## config.mk

```make
export PLATFORM = sky130hd
export DESIGN_NAME = spi_reg_bridge_flat
export DESIGN_NICKNAME = d
export VERILOG_FILES = /design/src/rtl/spi_reg_bridge_if.sv /design/src/rtl/spi_reg_bridge.sv /design/src/flat_wrapper.sv
export SDC_FILE = /design/constraint.sdc
export NUM_CORES = 1
export LEC_CHECK = 0
export BUFFER_PORTS_ARGS = -buffer_cell sky130_fd_sc_hd__buf_2
export CORE_MARGIN = 4
export CORE_UTILIZATION = 62
export DETAILED_ROUTE_END_ITERATION = 7
export PLACE_DENSITY = 0.88
export SLEW_MARGIN = 20
export SYNTH_ARGS = -nofsm -noshare
export SYNTH_HDL_FRONTEND = slang
export SYNTH_SLANG_ARGS = --single-unit
```

## constraint.sdc

```tcl
create_clock -name clk -period 6.1 [get_ports clk]
set_input_delay 0 -clock clk [delete_from_list [all_inputs] [get_ports clk]]
set_output_delay 0 -clock clk [all_outputs]
set_load 0.05 [all_outputs]
```

## src/rtl/spi_reg_bridge_if.sv

```systemverilog
// Register-side bus between the SPI bridge and the peripheral register block.
//
// Handshake: both strobes are active low and carry the transfer size
// (00 byte, 01 half, 10 word). data_write_n is low for exactly one clk
// cycle, with address/data_in valid in that cycle. data_read_n stays low
// with address valid until the first clk edge where data_ready is high.
// data_out is captured at that edge and the strobe releases on the next cycle.
interface spi_reg_bridge_if #(
    parameter int ADDR_W = 6
);
    logic [ADDR_W-1:0] address;
    logic [31:0]       data_in;
    logic [31:0]       data_out;
    logic [1:0]        data_write_n;
    logic [1:0]        data_read_n;
    logic              data_ready;

    modport master (
        output address, data_in, data_write_n, data_read_n,
        input  data_out, data_ready
    );

    modport slave (
        input  address, data_in, data_write_n, data_read_n,
        output data_out, data_ready
    );
endinterface

```

## src/rtl/spi_reg_bridge.sv

```systemverilog
// SPI (mode 0) slave that turns serial frames into register reads/writes.
// Frame, MSB first: rw, txn[1:0], address, then 8/16/32 data bits.
// All SPI pins are oversampled by clk through synchroniser chains.
module spi_reg_bridge #(
    parameter int ADDR_W      = 6,
    parameter int SYNC_STAGES = 2,
    parameter int TIMEOUT     = 255,
    parameter int BURST_EN    = 1
) (
    input  logic             clk,
    input  logic             rst,
    input  logic             spi_cs_n,
    input  logic             spi_clk,
    input  logic             spi_mosi,
    output logic             spi_miso,
    spi_reg_bridge_if.master bus,
    output logic             busy,
    output logic             err
);
    typedef enum logic [2:0] {IDLE, CMD, ADDR, WDATA, RWAIT, RDATA, DRAIN} state_t;
    state_t state;

    logic [SYNC_STAGES-1:0] cs_sync, sclk_sync, mosi_sync;
    logic                   cs_prev, sclk_prev;
    logic                   cs_s, sclk_s, mosi_s;
    logic                   cs_fall, sclk_rise, sclk_fall;

    logic [1:0]        cmd_sr;
    logic              rw;
    logic [1:0]        txn;
    logic [5:0]        bit_cnt;
    logic [30:0]       wr_sr;
    logic [31:0]       rd_sr;
    logic [15:0]       timer;
    logic [ADDR_W-1:0] addr_q;
    logic [31:0]       data_in_q;
    logic [1:0]        write_n_q;
    logic [1:0]        read_n_q;

    logic [2:0]        cmd_full;
    logic [31:0]       wr_full;
    logic [5:0]        nbits;
    logic [ADDR_W-1:0] addr_inc;

    assign cs_s      = cs_sync[SYNC_STAGES-1];
    assign sclk_s    = sclk_sync[SYNC_STAGES-1];
    assign mosi_s    = mosi_sync[SYNC_STAGES-1];
    assign cs_fall   = cs_prev & ~cs_s;
    assign sclk_rise = sclk_s & ~sclk_prev;
    assign sclk_fall = ~sclk_s & sclk_prev;
    assign cmd_full  = {cmd_sr, mosi_s};
    assign wr_full   = {wr_sr, mosi_s};
    assign addr_inc  = ADDR_W'(32'd1 << txn);

    assign bus.address      = addr_q;
    assign bus.data_in      = data_in_q;
    assign bus.data_write_n = write_n_q;
    assign bus.data_read_n  = read_n_q;

    // Data-phase length in bits for the current transfer size.
    always_comb begin
        nbits = 6'd32;
        case (txn)
            2'b00:   nbits = 6'd8;
            2'b01:   nbits = 6'd16;
            default: nbits = 6'd32;
        endcase
    end

    // Zero the bytes that lie above the transfer size.
    function automatic logic [31:0] mask_word(input logic [1:0] t, input logic [31:0] d);
        case (t)
            2'b00:   return {24'd0, d[7:0]};
            2'b01:   return {16'd0, d[15:0]};
            default: return d;
        endcase
    endfunction

    // Move the transfer's MSB to bit 31 so the read shifter always emits bit 31.
    function automatic logic [31:0] align_word(input logic [1:0] t, input logic [31:0] d);
        case (t)
            2'b00:   return {d[7:0], 24'd0};
            2'b01:   return {d[15:0], 16'd0};
            default: return d;
        endcase
    endfunction

    // Synchronisers and edge-detect history. Clearing cs history to 0 means a
    // frame cut by reset can only restart after cs_n has been seen high.
    always_ff @(posedge clk) begin
        if (rst) begin
            cs_sync   <= '0;
            sclk_sync <= '0;
            mosi_sync <= '0;
            cs_prev   <= 1'b0;
            sclk_prev <= 1'b0;
        end else begin
            cs_sync   <= {cs_sync[SYNC_STAGES-2:0], spi_cs_n};
            sclk_sync <= {sclk_sync[SYNC_STAGES-2:0], spi_clk};
            mosi_sync <= {mosi_sync[SYNC_STAGES-2:0], spi_mosi};
            cs_prev   <= cs_s;
            sclk_prev <= sclk_s;
        end
    end

    // Frame FSM with registered bus, status and miso outputs.
    always_ff @(posedge clk) begin
        if (rst) begin
            state     <= IDLE;
            cmd_sr    <= '0;
            rw        <= 1'b0;
            txn       <= 2'b00;
            bit_cnt   <= '0;
            wr_sr     <= '0;
            rd_sr     <= '0;
            timer     <= '0;
            addr_q    <= '0;
            data_in_q <= '0;
            write_n_q <= 2'b11;
            read_n_q  <= 2'b11;
            spi_miso  <= 1'b0;
            busy      <= 1'b0;
            err       <= 1'b0;
        end else begin
            // The write strobe is a single-cycle pulse unless re-armed below.
            write_n_q <= 2'b11;
            if (state != IDLE && cs_s) begin
                // cs_n high ends the frame wherever it is; pending reads are dropped.
                state    <= IDLE;
                read_n_q <= 2'b11;
                spi_miso <= 1'b0;
                busy     <= 1'b0;
                bit_cnt  <= '0;
            end else begin
                case (state)
                    IDLE: begin
                        if (cs_fall) begin
                            state   <= CMD;
                            busy    <= 1'b1;
                            err     <= 1'b0;
                            bit_cnt <= '0;
                        end
                    end
                    CMD: begin
                        if (sclk_rise) begin
                            cmd_sr <= cmd_full[1:0];
                            if (bit_cnt == 6'd2) begin
                                rw      <= cmd_full[2];
                                txn     <= cmd_full[1:0];
                                bit_cnt <= '0;
                                state   <= (cmd_full[1:0] == 2'b11) ? DRAIN : ADDR;
                            end else begin
                                bit_cnt <= bit_cnt + 6'd1;
                            end
                        end
                    end
                    ADDR: begin
                        if (sclk_rise) begin
                            addr_q <= ADDR_W'({addr_q, mosi_s});
                            if (bit_cnt == 6'(ADDR_W - 1)) begin
                                bit_cnt <= '0;
                                if (rw) begin
                                    state <= WDATA;
                                end else begin
                                    state    <= RWAIT;
                                    read_n_q <= txn;
                                    timer    <= '0;
                                end
                            end else begin
                                bit_cnt <= bit_cnt + 6'd1;
                            end
                        end
                    end
                    WDATA: begin
                        // Advance the burst address once the strobe cycle is over.
                        if (write_n_q != 2'b11) begin
                            addr_q <= addr_q + addr_inc;
                        end
                        if (sclk_rise) begin
                            wr_sr <= wr_full[30:0];
                            if (bit_cnt == nbits - 6'd1) begin
                                bit_cnt   <= '0;
                                write_n_q <= txn;
                                data_in_q <= mask_word(txn, wr_full);
                                if (BURST_EN == 0) begin
                                    state <= DRAIN;
                                end
                            end else begin
                                bit_cnt <= bit_cnt + 6'd1;
                            end
                        end
                    end
                    RWAIT: begin
                        if (sclk_rise) begin
                            // Master already clocks data: this word goes out as zeros.
                            read_n_q <= 2'b11;
                            rd_sr    <= '0;
                            err      <= 1'b1;
                            bit_cnt  <= 6'd1;
                            state    <= RDATA;
                        end else if (bus.data_ready) begin
                            read_n_q <= 2'b11;
                            rd_sr    <= align_word(txn, mask_word(txn, bus.data_out));
                            bit_cnt  <= '0;
                            state    <= RDATA;
                        end else if (timer == 16'(TIMEOUT - 1)) begin
                            read_n_q <= 2'b11;
                            rd_sr    <= '0;
                            err      <= 1'b1;
                            bit_cnt  <= '0;
                            state    <= RDATA;
                        end else begin
                            timer <= timer + 16'd1;
                        end
                    end
                    RDATA: begin
                        if (sclk_fall) begin
                            spi_miso <= rd_sr[31];
                            rd_sr    <= rd_sr << 1;
                        end
                        if (sclk_rise) begin
                            if (bit_cnt == nbits - 6'd1) begin
                                bit_cnt  <= '0;
                                spi_miso <= 1'b0;
                                if (BURST_EN != 0) begin
                                    addr_q   <= addr_q + addr_inc;
                                    read_n_q <= txn;
                                    timer    <= '0;
                                    state    <= RWAIT;
                                end else begin
                                    state <= DRAIN;
                                end
                            end else begin
                                bit_cnt <= bit_cnt + 6'd1;
                            end
                        end
                    end
                    DRAIN: begin
                        // Swallow everything until cs_n rises.
                    end
                    default: state <= IDLE;
                endcase
            end
        end
    end
endmodule

```

## src/flat_wrapper.sv

```systemverilog
// flat-port wrapper written by rule: the top's interface ports become plain ports
module spi_reg_bridge_flat 
#(
    parameter int ADDR_W      = 6,
    parameter int SYNC_STAGES = 2,
    parameter int TIMEOUT     = 255,
    parameter int BURST_EN    = 1
)
  (clk, rst, spi_cs_n, spi_clk, spi_mosi, spi_miso, busy, err, bus_address, bus_data_in, bus_data_write_n, bus_data_read_n, bus_data_out, bus_data_ready);
  spi_reg_bridge_if #(.ADDR_W(ADDR_W)) bus_i ();
  input  logic clk;
  input  logic rst;
  input  logic spi_cs_n;
  input  logic spi_clk;
  input  logic spi_mosi;
  output logic spi_miso;
  output logic busy;
  output logic err;
  output wire logic [$bits(bus_i.address)-1:0] bus_address;
  output wire logic [$bits(bus_i.data_in)-1:0] bus_data_in;
  output wire logic [$bits(bus_i.data_write_n)-1:0] bus_data_write_n;
  output wire logic [$bits(bus_i.data_read_n)-1:0] bus_data_read_n;
  input wire logic [$bits(bus_i.data_out)-1:0] bus_data_out;
  input wire logic [$bits(bus_i.data_ready)-1:0] bus_data_ready;
  assign bus_address = bus_i.address;
  assign bus_data_in = bus_i.data_in;
  assign bus_data_write_n = bus_i.data_write_n;
  assign bus_data_read_n = bus_i.data_read_n;
  assign bus_i.data_out = bus_data_out;
  assign bus_i.data_ready = bus_data_ready;
  spi_reg_bridge #(.ADDR_W(ADDR_W), .SYNC_STAGES(SYNC_STAGES), .TIMEOUT(TIMEOUT), .BURST_EN(BURST_EN)) u_core (.clk(clk), .rst(rst), .spi_cs_n(spi_cs_n), .spi_clk(spi_clk), .spi_mosi(spi_mosi), .spi_miso(spi_miso), .bus(bus_i), .busy(busy), .err(err));
endmodule
```

Word-level counts from Yosys, hierarchy flattened
Cells that the tools add are included.

Flip-flop bits (word level): 146. Input bits: 38. Word-level logic and storage cells: 155.

Bitwise logic cells: 11. Shifts and indexed selects: 1. Muxes and demuxes: 64. Add/subtract/negate cells: 4. Equal/unequal tests: 30. Reduce and logical (&&, ||, !) cells: 25.

Operators with widths (count): 32-bit one-hot mux with 2 select lines (4); 16-bit 2-to-1 mux (8); 32-bit 2-to-1 mux (4); 6-bit 2-to-1 mux (14); 16-bit one-hot mux with 3 select lines (1); 3-bit 2-to-1 mux (12); 6-bit one-hot mux with 5 select lines (1); 2-bit by 1-bit != test with 1-bit output (second input constant) (10); 3-bit one-hot mux with 6 select lines (1); 6-bit one-hot mux with 3 select lines (1); 16-bit by 1-bit adder with 16-bit output (second input constant) (1); 16-bit by 8-bit == test with 1-bit output (second input constant) (1); 2-bit 2-to-1 mux (8); 6-bit one-hot mux with 2 select lines (1); 4-bit AND reduction (3); 6-bit AND reduction (2); 2-bit != test (second input constant) (5); 10-bit AND reduction (1); 3-bit == test (second input constant) (3); 9-bit AND reduction (1); 3-bit nonzero test (3); 1-bit inverter (8); 1-bit 2-to-1 mux (7); 7-bit AND reduction (1); other kinds (27) (34).

Longest topological paths before layout
Gate-level depths: netlist of run 1.

Depth after elaboration: 7. Depth in mapped cells: 12. Mapped depth without buffers: 9.

Worst setup path after synthesis of run 1
No wires, ideal clock.

Path kind: flip-flop to flip-flop. Start: register u_core.txn[0]. End: register u_core.timer[11]. Arrival: 2.915 ns. Library setup time: 0.066 ns. Stages on the path, launching flop included: 12. Clock period less this slack: 2.981 ns. Setup slack: 3.119 ns. Required time: 6.034 ns. Cell sequence: dfxtp_1 buf_2 nor2b_1 clkbuf_1 inv_1 ha_1 xor2_2 o2111ai_4 a2111o_1 buf_6 or4_4 a21oi_2.

Cells in the longest elaborated chain, start to end: 6.

Ends and longest elaborated chain: start, declared (RTL line spi_reg_bridge.sv:30) `logic [1:0] txn;`; start signal, assigned (RTL line spi_reg_bridge.sv:149) `txn <= cmd_full[1:0];`; 2-bit by 1-bit == test with 1-bit output or 2-bit logical NOT (tied branches) (RTL line spi_reg_bridge.sv:63) `case (txn)`; 6-bit one-hot mux with 2 select lines * (RTL line spi_reg_bridge.sv:63); 6-bit by 1-bit subtractor with 6-bit output * (RTL line spi_reg_bridge.sv:222) `if (bit_cnt == nbits - 6'd1) begin`; 6-bit == test * (RTL line spi_reg_bridge.sv:222); 2-bit by 1-bit != test with 1-bit output (no source line) *; 10-bit AND reduction (no source line) *; end signal, assigned (RTL line spi_reg_bridge.sv:213) `timer <= timer + 16'd1;`; end, declared (RTL line spi_reg_bridge.sv:34) `logic [15:0] timer;`.

Mark *: on every way between the ends. The rest lies on a longest branch, timed or not. A chain may end at the register's enable or synchronous reset.

Worst setup path after layout of run 1
Start: register u_core.txn[0]. End: register u_core.timer[2].

Same word-level chain as after synthesis.

==> results of run 1 <==
==> where the power goes <==
part / switching, W / internal (W) / leakage (nW)
Sequential: 0.0000457 / 0.000991 / 1.18
Clock: 0.000394 / 0.000691 / 0.289
Combinational: 0.000180 / 0.000104 / 1.74
==> Yosys cell counts, drive strengths merged, types with 4 or more instances <==
master / count
o21a: 4
a31oi: 7
or3: 11
o21ai: 28
and2: 6
a21oi: 92
nand2b: 5
nor2: 20
o31ai: 14
o211a: 24
nor3: 8
mux2i: 25
buf: 23
dfxtp: 146
nand4: 9
or4: 13
nor4: 7
nand3: 41
a21o: 4
or2: 5
o211ai: 30
and3: 6
o22ai: 4
inv: 14
ha: 10
nor2b: 22
nand2: 145
a22oi: 35
clkbuf: 54
==> cell families after synthesis <==
kind of cell | synth area share [%]
simple gates | 21.7
compound gates | 25.7
flops | 40.7
buf+inv | 5.27
mux | 3.65
fa+ha+maj | 2.02
xor+xnor | 0.925
==> path summary, 6_finish.rpt <==
kind	end	slack [ns]
setup / recovery	u_core.timer[2]	1.97
hold / removal	u_core.rd_sr[6]	0.02
setup reg to reg	u_core.timer[2]	1.97
hold reg to reg	u_core.mosi_sync[1]	0.44
==> metal layers <==
metal | share of wire [%] | routed length, um
met5 | 0 | 0
met4 | 2.7 | 485
met3 | 5.9 | 1040
met2 | 47 | 8390
met1 | 44 | 7820
==> sequential cells by signal, indices dropped and copies added (netlist names), 3 cells and up <==
register	count
u_core.bit_cnt	6
u_core.bus.address	6
u_core.bus.data_in	32
u_core.rd_sr	32
u_core.state	3
u_core.timer	16
u_core.wr_sr	31
==> stage by stage <==
stage                     hold slack (ns)  power [W]  area (um2)
final                              0.0194    0.00240        8240
after global routing               0.0273    0.00248        8240
after CTS                         0.00286    0.00241        8240
after detailed placement            0.215    0.00133        7560
after global placement              0.216    0.00132        7560
after floorplan                     0.102    0.00126        7170
==> what timing repair did <==
action,CTS,global route
endpoints found under the setup margin,0,0
hold endpoints to repair,7,0
hold buffers,7,0
==> final cells by class <==
cell class              instances  share of cell area, %
clock buffers                  21                   5.47
flip-flops and latches        146                   35.5
multi-input cells             619                   47.3
inverters                      14                  0.638
clock inverters                 9                   1.91
well taps                     143                   2.17
repair buffers                102                   7.02
==> critical path: stages (launching register included) <==
cell and delay [ns]:
dfxtp_1 0.80, nor2b_1 0.80, inv_1 0.11, ha_1 0.35, xor2_2 0.21, o2111ai_4 0.22, a2111o_1 0.79, or4_1 0.61
a21oi_1 0.16
==> results.json, run 1 <==
{
  "async_flop_share_pct": 0,
  "cp.arrival_ns": 4.47,
  "worst_slack_ns": 1.97,
  "pre_cts_slack_ns": 2.04,
  "end_kind": "register",
  "p_leak_nw": 3.21,
  "multi_input_area_um2": 3900,
  "cts_made_buffers": 17,
  "drive_above_1_share_pct": 17.3,
  "cts_sinks": 146,
  "grt_pass1_vias": 6047,
  "hp-start": "bus_data_out[6]",
  "fillCellCount": 860,
  "mostFrequentLayoutCells": "146 x dfxtp_1, 145 x nand2_1, 83 x a21oi_1",
  "yosysWarnings": 0,
  "worstSetupStartpoint": "u_core.txn[0]",
  "finalMaxSlewViolations": 0,
  "yosys_most_used_dff": "dfxtp_1",
  "antenna_found_initial": 0,
  "cts_tree": "done",
  "worstPathMaxFanout": 32,
  "ys_seq_elements": 146,
  "peakVddDrop_mv": 0.419,
  "grt_max_degree": 88,
  "rows": 39,
  "hold_viol": 0,
  "grt-busiest-layer": "met2",
  "nets": 949,
  "gp_congestion": 0.940,
  "powerDensity_nw_per_um2": 292,
  "hpwl_mm": 11.2,
  "routed_wl_mm": 17.7,
  "layout.cells.non_filler": 1054,
  "grt_pass1_wl_mm": 29.0,
  "h-tree-depth": 4,
  "dp.cells": 1017,
  "post-route-period-util_pct": 67.6,
  "critPathRequiredTime_ns": 6.44,
  "tightest_slew_ns": 1.07,
  "clockRootBuffer": "clkbuf_16",
  "clock_skew_ns": 0.00633,
  "vias": 6675,
  "netlist_top_cells_area": "dfxtp_1 41%, nand2_1 7.6%, a21oi_1 5.9%, a22oi_1 3.7%, mux2i_1 3.5%",
  "worstRegToRegCells": 8,
  "drc": 0,
  "r2r-start": "u_core.txn[0]",
  "met3_usage_pct": 5.54,
  "synth_top_area_share_pct": 40.7,
  "area_growth_pct": 14.9,
  "yosys.area.top_type": "dfxtp_1",
  "yosysSeqAreaShare_pct": 40.7,
  "synth.avg_cell_area_um2": 8.38,
  "met2_usage_pct": 42.3,
  "path_clk_slew_ns": 0.06,
  "rsz0062_at_grt": "false",
  "postCtsSetupRepairBufs": 0,
  "seq_area_um2": 2920,
  "grt-ovfl-total": 0,
  "viasPerCell": 6.33,
  "core_area_um2": 11400,
  "outcome": "complete, no violations",
  "clockBufferDepth": 2,
  "syn_nets": 905,
  "drtPass1Iterations": 5,
  "critPathKind": "reg -> reg",
  "slew_headroom_pct": 28.3,
  "synthCells": 856,
  "ios": 83,
  "routedWlPerCell_um": 16.8,
  "hp-class": "in -> reg",
  "use_met1_pct": 36.0,
  "drt_iter0_markers": 798,
  "cap_viol_max_count": 0,
  "die_area_um2": 13400,
  "die_w_um": 116,
  "post_cts_resized": 0,
  "min_path_cells": 4,
  "synth_edf_count": 0,
  "worstSetupStartpointType": "register",
  "antenna_cells": 0,
  "max_freq_mhz": 242,
  "io_buffers": 82,
  "ys_types": 65,
  "grt_usage_pct": 26.7,
  "fin_util_pct": 72.5,
  "ant_nets": 0,
  "syn_area_um2": 7170,
  "setup_viol": 0,
  "die_h_um": 116,
  "layout_commonest_cell": "dfxtp_1",
  "start_util_pct": 63.1,
  "clock_latency_ns": 0.42,
  "setup_tns_ns": 0,
  "min_period_ns": 4.13
}
Note: power is estimated with default switching activity, not from simulation.
==> inputs of run 2 (changes only) <==
- CORE_UTILIZATION: 62 -> 53
- PLACE_DENSITY: 0.88 -> 0.8
- clock period: 6.1 -> 3.7 ns (I/O delays scaled with it)
==> run 2 against run 1 <==
  * Wire length rose by 0.54%
  * Sequential power is 63% higher
  * Register-to-register slack worse by 1.4 ns
  * Sequential share of layout area down 0.40 points
  * Clock skew up 0.0049 ns
  * Highest routed layer unchanged
==> results.json, run 2 (synthesized netlist as in run 1, its figures left out) <==
{
  "die_area_um2": 15500,
  "postCtsSetupRepairBufs": 0,
  "routed_wl_mm": 17.8,
  "grt_pass1_vias": 5962,
  "post_cts_resized": 0,
  "grt_max_degree": 87,
  "cpPeakStageDelay_ns": 0.78,
  "cap_viol_max_count": 0,
  "core_area_um2": 13200,
  "cts_made_buffers": 17,
  "clockRootBuffer": "clkbuf_16",
  "total_power_w": 0.00388,
  "h-tree-depth": 4,
  "ios": 83,
  "critPathKind": "reg -> reg",
  "critPathRequiredTime_ns": 4.06,
  "drc": 0,
  "clock_skew_ns": 0.0113,
  "worstSetupStartpointType": "register",
  "setup_viol": 0,
  "path_buf_inv": 0,
  "path_cells": "or2_2, ha_1, xor2_2, o2111ai_4, a2111o_1, or4_4, a21oi_2",
  "worstPathMaxFanout": 32,
  "hpwl_mm": 11.3,
  "p_leak_nw": 3.25,
  "routedWlPerCell_um": 16.2,
  "viasPerCell": 5.98,
  "vias": 6567,
  "die_w_um": 124,
  "cts_tree": "done",
  "hp-class": "in -> reg",
  "antenna_cells": 0,
  "drive_above_1_share_pct": 18.1,
  "min_period_ns": 3.12,
  "max_freq_mhz": 320,
  "drtPass1Iterations": 6,
  "grt_usage_pct": 22.5,
  "hold_viol": 0,
  "path_clk_slew_ns": 0.06,
  "drt_iter0_markers": 731,
  "post-route-period-util_pct": 84.5,
  "start_util_pct": 54.2,
  "die_h_um": 124,
  "tightest_slew_ns": 0.899,
  "layout.cells.non_filler": 1098,
  "gp_congestion": 0.888,
  "setup_tns_ns": 0,
  "powerDensity_nw_per_um2": 466,
  "dp.cells": 1055,
  "rows": 42,
  "cts_sinks": 146,
  "worst_slack_ns": 0.575,
  "finalMaxSlewViolations": 0,
  "antenna_found_initial": 0,
  "grt-ovfl-total": 0,
  "pre_cts_slack_ns": 0.612,
  "clockBufferDepth": 2,
  "cp.arrival_ns": 3.48,
  "grt_pass1_wl_mm": 29.4,
  "peakVddDrop_mv": 0.406,
  "nets": 958,
  "ant_nets": 0,
  "layout_commonest_cell": "dfxtp_1",
  "crit_family": "compound AO/OA/AOI/OAI gates",
  "mostFrequentLayoutCells": "146 x dfxtp_1, 145 x nand2_1, 83 x a21oi_1",
  "outcome": "complete, no violations",
  "area_growth_pct": 16.2,
  "io_buffers": 82,
  "clock_latency_ns": 0.43,
  "cp_slowest_cell": "a2111o_1",
  "cts_hold_buf": 11,
  "end_kind": "register",
  "whs_ns": 0.0300,
  "slew_headroom_pct": 40.1,
  "rsz0062_at_grt": "false"
}
[run 2: cell types whose count changed in the layout (fill, tap and decap cells not counted), moves of 2 or more]
cell | previous run | this run
inv_6 | 0 | 4
clkbuf_1 | 3 | 1
clkinv_2 | 1 | 3
buf_4 | 13 | 18
bufinv_16 | 4 | 2
dlygate4sd3_1 | 7 | 11
[run 2: per-layer routing]
metal / global-route usage [%] / part of all wire, %
met1: 31.1 / 45
met2: 34.9 / 47
met3: 5.79 / 6.8
met4: 6.64 / 1.5
met5: 0 / 0
[run 2: final timing paths]
| kind | endpoint | startpoint | slack, ns | cells past startpoint |
|---|---|---|---|---|
| worst max-delay path | u_core.timer[12] | u_core.txn[1] | 0.58 | 7 |
| worst min-delay path | u_core.rd_sr[9] | bus_data_out[9] | 0.03 | 4 |
| worst max register to register | u_core.timer[12] | u_core.txn[1] | 0.58 | 7 |
| worst min register to register | u_core.bus.data_in[27] | u_core.bus.data_in[27] | 0.45 | 2 |
[run 2: cell type report]
type	count	area (um2)
Fill cell	1173	4910
Multi-Input combinational cell	619	3900
Sequential cell	146	2920
Timing Repair Buffer	111	656
Clock buffer	18	429
Tap cell	176	220
Clock inverter	14	155
Inverter	14	52.6
[run 2: power by group]
group,switching [W],leakage (nW),internal [W]
registers,0.0000686,1.18,0.00163
logic,0.000301,1.78,0.000178
clock network,0.000699,0.287,0.00100
total,0.00107,3.25,0.00281
[run 2: metrics by stage]
| step | cell area, um2 | util [%] |
|---|---|---|
| 2_1_floorplan | 7170 | - |
| 3_3_place_gp | 7640 | 57.7 |
| 3_5_place_dp | 7640 | 57.7 |
| 4_1_cts | 8330 | 62.9 |
| 5_1_grt | 8330 | 62.9 |
| 6_report | 8330 | 62.9 |
[run 2: worst reg2reg max path: cells and delay by family, from the launching register on]
| kind | cells | cell delay, ns |
|---|---|---|
| XOR/XNOR | 1 | 0.20 |
| flip-flops | 1 | 0.41 |
| adder cells (fa/ha/maj) | 1 | 0.33 |
| AO/OA/AOI/OAI | 3 | 1.16 |
| AND/OR/NAND/NOR | 2 | 0.97 |
==> inputs of run 3 (changes only) <==
- clock period: 3.7 -> 2.6 ns (I/O delays scaled with it)
==> run 3 against run 2 <==
  * The run now ends with setup timing left
  * Combinational power up 66%
  * Cell count is 1.6% higher
  * Fmax is 19% higher
  * Clock power grew 42%
  * Total power up 45%
  * Global-route usage up 0.059 points
  * Worst setup slack got worse by 0.60 ns
  * Critical path depth increased by 1
  * Count of clock-buffer cells in the layout increased by 3
  * Flip-flop and latch count did not move
  * Sequential power up 42%
==> results.json, run 3 (synthesized netlist as in run 1, its figures left out) <==
{
  "ant_nets": 0,
  "clock_skew_ns": 0.00677,
  "max_freq_mhz": 381,
  "worstSetupStartpointType": "register",
  "p_sw_w": 0.00151,
  "die_area_um2": 15500,
  "cap_viol_max_count": 0,
  "power_frac_clock_pct": 43.0,
  "io_buffers": 82,
  "antenna_found_initial": 0,
  "drt_iter0_markers": 695,
  "clockRootBuffer": "clkbuf_16",
  "switching_share_pct": 26.8,
  "nets": 976,
  "slew_headroom_pct": 41.0,
  "start_util_pct": 54.2,
  "drtPass1Iterations": 6,
  "fin_util_pct": 65.6,
  "cts_tree": "done",
  "core_area_um2": 13200,
  "clockBufferDepth": 2,
  "worstPathMaxFanout": 16,
  "hold_viol": 0,
  "outcome": "finished, violations left",
  "clock_latency_ns": 0.42,
  "tightest_slew_ns": 0.886,
  "cts_sinks": 146,
  "cp.arrival_ns": 2.96,
  "p_comb_share_pct": 14.2,
  "ios": 83,
  "grt_max_degree": 87,
  "violations": "setup timing",
  "p_leak_nw": 3.37,
  "viasPerCell": 5.94,
  "routed_wl_mm": 18.0,
  "rows": 42,
  "min_period_ns": 2.62,
  "die_h_um": 124,
  "peakVddDrop_mv": 0.471,
  "critPathKind": "reg -> reg",
  "powerDensity_nw_per_um2": 648,
  "worst_slack_ns": -0.0248,
  "p_seq_share_pct": 42.8,
  "post-route-period-util_pct": 101,
  "min_path_cells": 4,
  "path_buf_inv": 1,
  "setup_viol": 3,
  "end_kind": "register",
  "worst-path-stages": 8,
  "setup_tns_ns": -0.0379,
  "drc": 0,
  "hpwl_mm": 11.6,
  "path_cells": "or2_4, ha_4, xor2_4, o2111ai_4, a2111o_1, buf_12, or4_4, a21oi_2",
  "hp-class": "in -> reg",
  "rsz0062_at_grt": "true",
  "die_w_um": 124,
  "cts_made_buffers": 17,
  "grt_pass1_wl_mm": 29.6,
  "grt-ovfl-total": 0,
  "cp_slowest_cell": "a2111o_1",
  "grt_usage_pct": 22.6,
  "vias": 6632,
  "worstRegToRegCells": 8,
  "drive_above_1_share_pct": 21.6,
  "antenna_cells": 0,
  "area_growth_pct": 21.0,
  "total_power_w": 0.00562,
  "critPathRequiredTime_ns": 2.94,
  "gp_congestion": 0.942,
  "routedWlPerCell_um": 16.1,
  "grt_pass1_vias": 5990,
  "cpPeakStageDelay_ns": 0.49,
  "mostFrequentLayoutCells": "145 x nand2_1, 145 x dfxtp_1, 82 x buf_2",
  "p_int_w": 0.00411,
  "h-tree-depth": 4,
  "path_clk_slew_ns": 0.06,
  "crit_family": "compound AO/OA/AOI/OAI gates",
  "finalMaxSlewViolations": 0
}
==> run 3: cell count changes in the layout (fill, tap and decap cells not counted), sizes merged <==
cell	previous run	this run
clkinv	6	4
clkinvlp	1	4
inv	19	15
buf	100	120
clkbuf	18	22
dlygate4sd3	11	8
==> run 3: path summary, 6_finish.rpt <==
path	from	endpoint	slack (ns)
worst max-delay path	u_core.txn[1]	u_core.timer[2]	-0.02
worst min-delay path	bus_data_out[12]	u_core.rd_sr[12]	0.02
worst max register to register	u_core.txn[1]	u_core.timer[2]	-0.02
worst min register to register	u_core.sclk_sync[0]	u_core.sclk_sync[1]	0.44
==> run 3: stage by stage <==
step / area [um2] / hold WS (ns) / setup WS [ns] / cells
after floorplan: 7300 / 0.102 / -0.0960 / 856
after global placement: 7910 / 0.214 / 0.0529 / 1071
after detailed placement: 7910 / 0.213 / -0.00415 / 1071
after CTS: 8580 / 0.00132 / 0.0145 / 1111
after global routing: 8680 / 0.0491 / -0.111 / 1116
final: 8680 / 0.0212 / -0.0248 / 1116
==> run 3: metal layers <==
| metal | track usage [%] | routed length, um | vias up | share of wire [%] |
|---|---|---|---|---|
| li1 | - | - | 3254 | - |
| met3 | 5.23 | 1020 | 32 | 5.7 |
| met5 | 0 | 0 | - | 0 |
| met1 | 30.5 | 8090 | 3136 | 45 |
| met2 | 36.1 | 8540 | 210 | 48 |
| met4 | 6.77 | 329 | 0 | 1.8 |
==> run 3: layout make-up <==
class / count / area, um2
Fill cell: 1119 / 4560
Timing Repair Buffer: 129 / 863
Inverter: 14 / 52.6
Multi-Input combinational cell: 619 / 4030
Clock buffer: 21 / 460
Tap cell: 176 / 220
Sequential cell: 146 / 2920
Clock inverter: 11 / 130
==> run 3: repair_timing <==
item	in CTS	in global routing
pin swaps	1	3
setup endpoints to repair	4	6
hold buffers	8	0
cloned	0	1
buffers inserted	0	4
resized for setup	1	8
hold endpoints to repair	8	0
==> run 3: power groups by stage <==
stage	Sequential [W]	Clock (W)	Combinational [W]
after CTS	0.00241	0.00244	0.000752
after global routing	0.00242	0.00255	0.000860
after floorplan	0.00245	0	0.000542
final	0.00241	0.00242	0.000797
after detailed placement	0.00245	0	0.000739
after global placement	0.00245	0	0.000733
==> run 3: worst reg2reg max path, cell delays in order (launching register included) <==
cell and delay, ns:
dfxtp_2 0.35, or2_4 0.27, ha_4 0.29, xor2_4 0.19, o2111ai_4 0.15, a2111o_1 0.49, buf_12 0.18, or4_4 0.49
a21oi_2 0.14
